==> src/rtl/fir_stream_driver.sv <==
// Drives a one-sample-in-flight FIR from a valid/ready stream and returns its results as a framed stream.
// Build option FIR_DRV_TIMEOUT_EN adds a WAIT_OUT watchdog that sets timeout_err.
module fir_stream_driver #(
  parameter int IN_W           = 16,
  parameter int OUT_W          = 38,
  parameter int FRAME_LEN      = 221184,
  parameter int CNT_W          = 18,
  parameter int TIMEOUT_CYCLES = 128
) (
  input  logic             clk,
  input  logic             rst_n,
  input  logic             s_valid,
  input  logic [IN_W-1:0]  s_data,
  output logic             s_ready,
  output logic             fir_in_valid,
  output logic [IN_W-1:0]  fir_in,
  input  logic             fir_out_valid,
  input  logic [OUT_W-1:0] fir_out,
  output logic             m_valid,
  output logic [OUT_W-1:0] m_data,
  output logic             m_last,
  input  logic             m_ready,
  output logic             busy,
  output logic [CNT_W-1:0] frame_cnt,
  output logic             spurious_err,
  output logic             timeout_err
);

  localparam logic [1:0] ST_IDLE  = 2'd0;
  localparam logic [1:0] ST_ISSUE = 2'd1;
  localparam logic [1:0] ST_WAIT  = 2'd2;
  localparam logic [1:0] ST_HOLD  = 2'd3;

  localparam logic [CNT_W-1:0] LAST_IDX = CNT_W'(FRAME_LEN - 1);

  if ((64'd1 << CNT_W) < 64'(FRAME_LEN)) begin : g_bad_cnt_w
    $error("CNT_W too narrow for FRAME_LEN");
  end
  if (TIMEOUT_CYCLES < 1) begin : g_bad_timeout
    $error("TIMEOUT_CYCLES must be at least 1");
  end

  logic [1:0]       state_q, state_d;
  logic [IN_W-1:0]  fir_in_q, fir_in_d;
  logic [OUT_W-1:0] m_data_q, m_data_d;
  logic             m_last_q, m_last_d;
  logic [CNT_W-1:0] cnt_q, cnt_d;
  logic             spur_q, spur_d;
  logic             tmo_hit;

  logic is_idle, is_issue, is_wait, is_hold;

  assign is_idle  = (state_q == ST_IDLE);
  assign is_issue = (state_q == ST_ISSUE);
  assign is_wait  = (state_q == ST_WAIT);
  assign is_hold  = (state_q == ST_HOLD);

`ifdef FIR_DRV_TIMEOUT_EN
  localparam int TW = $clog2(TIMEOUT_CYCLES + 1);
  localparam logic [TW-1:0] TMO_LAST = TW'(TIMEOUT_CYCLES - 1);

  logic [TW-1:0] tmr_q, tmr_d;
  logic          tmo_q, tmo_d;

  always_comb begin
    tmr_d = tmr_q;
    tmo_d = tmo_q | tmo_hit;
    if (is_issue) begin
      tmr_d = '0;
    end else if (is_wait) begin
      tmr_d = tmr_q + 1'b1;
    end
  end

  assign tmo_hit = is_wait && !fir_out_valid && (tmr_q == TMO_LAST);

  always_ff @(posedge clk or negedge rst_n) begin
    if (!rst_n) begin
      tmr_q <= '0;
      tmo_q <= 1'b0;
    end else begin
      tmr_q <= tmr_d;
      tmo_q <= tmo_d;
    end
  end

  assign timeout_err = tmo_q;
`else
  assign tmo_hit     = 1'b0;
  assign timeout_err = 1'b0;
`endif

  always_comb begin
    state_d  = state_q;
    fir_in_d = fir_in_q;
    m_data_d = m_data_q;
    m_last_d = m_last_q;
    cnt_d    = cnt_q;
    // A strobe is only legal while a sample is outstanding.
    spur_d   = spur_q | (fir_out_valid && !is_wait);
    unique case (1'b1)
      is_idle: begin
        if (s_valid) begin
          fir_in_d = s_data;
          state_d  = ST_ISSUE;
        end
      end
      is_issue: begin
        state_d = ST_WAIT;
      end
      is_wait: begin
        if (fir_out_valid) begin
          m_data_d = fir_out;
          m_last_d = (cnt_q == LAST_IDX);
          state_d  = ST_HOLD;
        end else if (tmo_hit) begin
          state_d = ST_IDLE;
        end
      end
      is_hold: begin
        if (m_ready) begin
          cnt_d    = (cnt_q == LAST_IDX) ? '0 : cnt_q + 1'b1;
          m_last_d = 1'b0;
          state_d  = ST_IDLE;
        end
      end
      default: begin
        state_d = ST_IDLE;
      end
    endcase
  end

  always_ff @(posedge clk or negedge rst_n) begin
    if (!rst_n) begin
      state_q  <= ST_IDLE;
      fir_in_q <= '0;
      m_data_q <= '0;
      m_last_q <= 1'b0;
      cnt_q    <= '0;
      spur_q   <= 1'b0;
    end else begin
      state_q  <= state_d;
      fir_in_q <= fir_in_d;
      m_data_q <= m_data_d;
      m_last_q <= m_last_d;
      cnt_q    <= cnt_d;
      spur_q   <= spur_d;
    end
  end

  assign s_ready      = is_idle;
  assign busy         = !is_idle;
  assign fir_in_valid = is_issue;
  assign fir_in       = fir_in_q;
  assign m_valid      = is_hold;
  assign m_data       = m_data_q;
  assign m_last       = m_last_q;
  assign frame_cnt    = cnt_q;
  assign spurious_err = spur_q;

endmodule
==> config.mk <==
export PLATFORM = sky130hd
export DESIGN_NAME = fir_stream_driver
export DESIGN_NICKNAME = d
export VERILOG_FILES = /design/src/rtl/fir_stream_driver.sv
export SDC_FILE = /design/constraint.sdc
export NUM_CORES = 1
export LEC_CHECK = 0
export ABC_CLOCK_PERIOD_IN_PS = 4300
export BUFFER_PORTS_ARGS = -buffer_cell sky130_fd_sc_hd__buf_2
export CORE_UTILIZATION = 51
export DETAILED_ROUTE_END_ITERATION = 10
export PLACE_DENSITY = 0.85
export SLEW_MARGIN = 30
export SYNTH_ARGS = -nofsm -noshare
export SYNTH_HDL_FRONTEND = slang
export SYNTH_SLANG_ARGS = --single-unit
export TNS_END_PERCENT = 20
==> constraint.sdc <==
create_clock -name clk -period 4.3 [get_ports clk]
set_input_delay 0 -clock clk [delete_from_list [all_inputs] [get_ports clk]]
set_output_delay 0 -clock clk [all_outputs]
set_load 0.03 [all_outputs]
After elaboration in Yosys (flattened, before gate mapping):

Cells that the tools add are included.

* add/sub/neg operators: 1
* equality and inequality tests: 7
* multiplexer cells: 8
* bitwise operators: 1
* reduce and logical (&&, ||, !) cells: 10

Operator list (number)
* adder 18 x 1 -> 18 bit (second input constant): 1
* equality test 18 bit (second input constant): 1
* two-way mux 18 bit: 1
* case mux 2 bit (4 select lines): 1
* two-way mux 2 bit: 3
* AND reduction 2 bit: 3
* AND reduction 3 bit: 2
* equality test 2 bit (second input constant): 2
* != test 2 bit (second input constant): 2
* equality test 2 x 1 -> 1 bit (second input constant): 1
* zero test 1 bit: 2
* zero test 2 bit: 1
* two-way mux 1 bit: 2
* != test 2 x 1 -> 1 bit (second input constant): 1
* case mux 1 bit (2 select lines): 1
* nonzero test 2 bit: 1
* logical AND 1 bit: 1
* OR 1 bit: 1

* flip-flop bits (word level): 76
* input port bits: 59
* output and inout bits: 79
* word-level logic and storage cells: 33

Logic depth before layout (Yosys ltp):

* word-level depth: 4
* mapped depth: 7
* mapped depth without buffers: 6

Least setup slack after synthesis:

OpenSTA, ideal clock, no wires.

* path kind: register to register
* start: register state_q[1]
* end: register cnt_q[14] (netlist: frame_cnt[14])
* library setup time: 0.144 ns
* arrival time: 1.777 ns
* required time: 4.156 ns
* path slack: 2.379 ns
* cell stages (with the launch flop): 7
* path buffers: 1
* period minus slack after synthesis: 1.921 ns
* path through: dfrtp_1 ha_1 and2_1 buf_2 nand3_1 nor3_2 nor3_1

* cells in the longest elaborated chain, start to end: 2

RTL lines
* start: declaration: line 43 `logic [1:0] state_q, state_d;`
* start signal: assignment: line 142 `state_q <= state_d;`
* equality test 2 bit: line 56 `assign is_hold = (state_q == ST_HOLD);`
* net m_valid: line 19 `output logic m_valid,`
* AND reduction 2 bit (no line)
* end signal: assignment: line 146 `cnt_q <= cnt_d;`
* end: declaration: line 47 `logic [CNT_W-1:0] cnt_q, cnt_d;`

The timed path passes the listed nets, and every way through them passes these cells.
A chain may end at the register's enable or synchronous reset.

Worst setup path in the final report:

* start: register state_q[1]
* end: register cnt_q[11] (netlist: frame_cnt[11])

* cells in the longest elaborated chain, start to end: 2

RTL lines (line)
* equality test 2 bit: 56
* AND reduction 2 bit (no line)

No other way between the ends.

==> run summary <==
outcome - complete, no violations
Max Slew Vio Count - 0
first-pass GRT wire length - 12300 µm
Synth area leaders - dfrtp_1 60%, mux2_2 19%, ha_1 2.4%
Antenna Nets Post-Route - 0
Wirelength per Cell - 15.33 µm
relative slew slack - 56.06%
Synth Area in Compound Gates - 2.715%
pin slew with the least headroom to its limit - 659.1 ps
pin count of the biggest net entering global routing - 77
critical path class - reg -> reg
die span in x - 80.96 µm
largest family of logic cells by synthesized area - multiplexers
unrepaired setup endpoints after global routing - no
Hold EP - state_q[0]
# rows - 28
total placed cells including tap cells - 437
XOR/XNOR Fraction of Synth Area - 3.581%
Min Hold Slack - 91.97 ps
Pleak - 2.285 nW
DRC viols - 0
Yosys top cell area share - 59.82%
CP Capture Type - flop
crit path launch type - flop
Req. time, crit path - 4490 ps
Final Instance Area - 4666 µm²
Setup-failing EPs final - 0
Total GRT Usage - 25.33%
Resize count post-CTS - 0
H-tree lvl count - 3
cell taking the most area after synthesis - dfrtp_1
number of CTS-inserted buffers - 9
n_diodes - 0
Placer Congestion - 0.7796
Post-Synthesis Cell Area - 3179 µm²
CTS sink count - 76
number of flops mapped to enable cells by yosys - 0
clk buf depth - 2
final number of hold-violating endpoints - 0
clock skew - 12.74 ps
initial antenna violation count - 0
core box area - 5956 µm²
Syn-to-layout area delta - 46.75%
Tmin final - 2298 ps
Die Y - 80.96 µm
Finished Core Util - 78.34%
post-synthesis mux area share - 19.80%
Synth async-reset ratio - 100.0%
worst-case reg-to-reg path depth - 5
r2r setup slk - 2000 ps
maximum clock frequency - 435.1 MHz
Distinct cells, synth - 36
vias per cell - 5.120
Post-synth top cells - 76 x dfrtp_1, 55 x mux2_2, 11 x nand2_1, 11 x nor2_1, 10 x nand4_1
postcts setup bufs - 0
Vias - 2606
final net count - 494
Post-synth top flop - dfrtp_1
Hold Path Stages - 4
layout cells sized above 1 - 49.54%
Gate Count Post-Synth - 234
Post-DP HPWL - 4689 µm
Total Power - 3.196 mW
Clock Tree Root - clkbuf_8
# Max-Cap Violations - 0
Tcrit/Tclk final - 53.45%
yosys warns - 0
clk_lat worst skew - 340 ps
Hold Crit Start - s_valid
PwrDens - 685.0 nW/µm²
Reg-to-Reg End - frame_cnt[11]
DRT Wirelength - 7803 µm
Starting Density - 53.38%
#FFs+latches synth - 76
average size of a mapped cell - 13.59 µm²
Critical Path AT - 2490 ps
DP Area - 3920 µm²
Reg clk slew, reported paths - 80 ps
total grt overflow - 0
DR pass1 iterations - 4
Initial DRC Count - 111
adder-cell share of the synthesized area - 2.361%
final setup margin - 2002 ps
TritonCTS clock tree - yes
Die ar. - 6554 µm²
# port buffers - 136
number of global-route vias before repair - 2694
Top Ports - 138
Hold WC Path Type - in -> reg
Post-Synth Simple-Gate Area - 9.524%
highest net fanout along the worst path - 14
register area share after synthesis - 59.82%
Post-Layout Cell Count - 509
top-count cell post-synth - dfrtp_1
Peak VDD IR - 0.0004683 V
dpl ws - 1947 ps
syn_nets - 299
Worst R2R Start - state_q[1]
total negative slack - 0 ps
worst max-delay path, stage by stage, from the launching register on:
cell and delay [ps]:
dfrtp_1 420, ha_1 300, and2_1 460, nand3_1 240, nor3_2 590, nor2_1 130
where the power goes:
group | switching (mW) | internal [mW] | total [mW]
combinational | 0.967 | 0.569 | 1.54
clock | 0.249 | 0.239 | 0.489
sequential | 0.166 | 1.01 | 1.17
what timing repair did:
action	in CTS	in global routing
hold buffers	56	0
endpoints found under the setup margin	0	0
hold endpoints to repair	131	0
layout by cell type (no fill, tap or decap), types with 2 or more instances in the layout:
cell type,count
a21oi_1,2
o21ai_0,4
nand3_1,6
nor3_1,3
clkbuf_8,11
buf_2,135
clkinv_2,3
nand4_1,10
and2_1,2
mux2_2,55
nor4_1,2
xor2_1,5
dfrtp_1,76
nor2_1,11
ha_1,6
inv_1,6
dlygate4sd3_1,56
xnor2_1,8
nand2_1,10
cell type report:
class | count | area [µm²]
Timing Repair Buffer | 193 | 1255
Fill cell | 399 | 1290
Clock inverter | 4 | 23.77
Inverter | 6 | 22.52
Multi-Input combinational cell | 143 | 1214
Tap cell | 75 | 93.84
Sequential cell | 76 | 1902
Clock buffer | 12 | 155.1
state kept, by name (all words and copies together), names as in the netlist:
| signal | count |
|---|---|
| m_data | 38 |
| frame_cnt | 18 |
| fir_in | 16 |
| state_q | 2 |
| m_last | 1 |
| spurious_err | 1 |
how the worst max path moves through the flow:
stage | start | end | slack, ps
floorplan | state_q[1] | frame_cnt[14] | 2380
global placement | state_q[0] | m_data[9] | 2060
detailed placement | state_q[0] | m_data[31] | 1950
finish | state_q[1] | frame_cnt[11] | 2000
CTS | state_q[0] | m_data[31] | 1940
global route | state_q[1] | frame_cnt[13] | 1750
cells by family after synthesis:
| group | after synthesis |
|---|---|
| AO/OA/AOI/OAI | 13 |
| XOR/XNOR | 13 |
| adder cells (fa/ha/maj) | 6 |
| buffers and inverters | 15 |
| flip-flops | 76 |
| multiplexers | 56 |
| other | 1 |
| AND/OR/NAND/NOR | 54 |
layer usage:
layer	track usage (%)	up-vias	wire, µm	part of all wire (%)
met4	12.32	0	208	2.7
li1	-	1208	-	-
met3	5.393	19	420	5.4
met1	29.06	1280	2957	38
met5	0	-	0	0
met2	44.71	99	4217	54
Note: power is estimated with default switching activity, not from simulation.
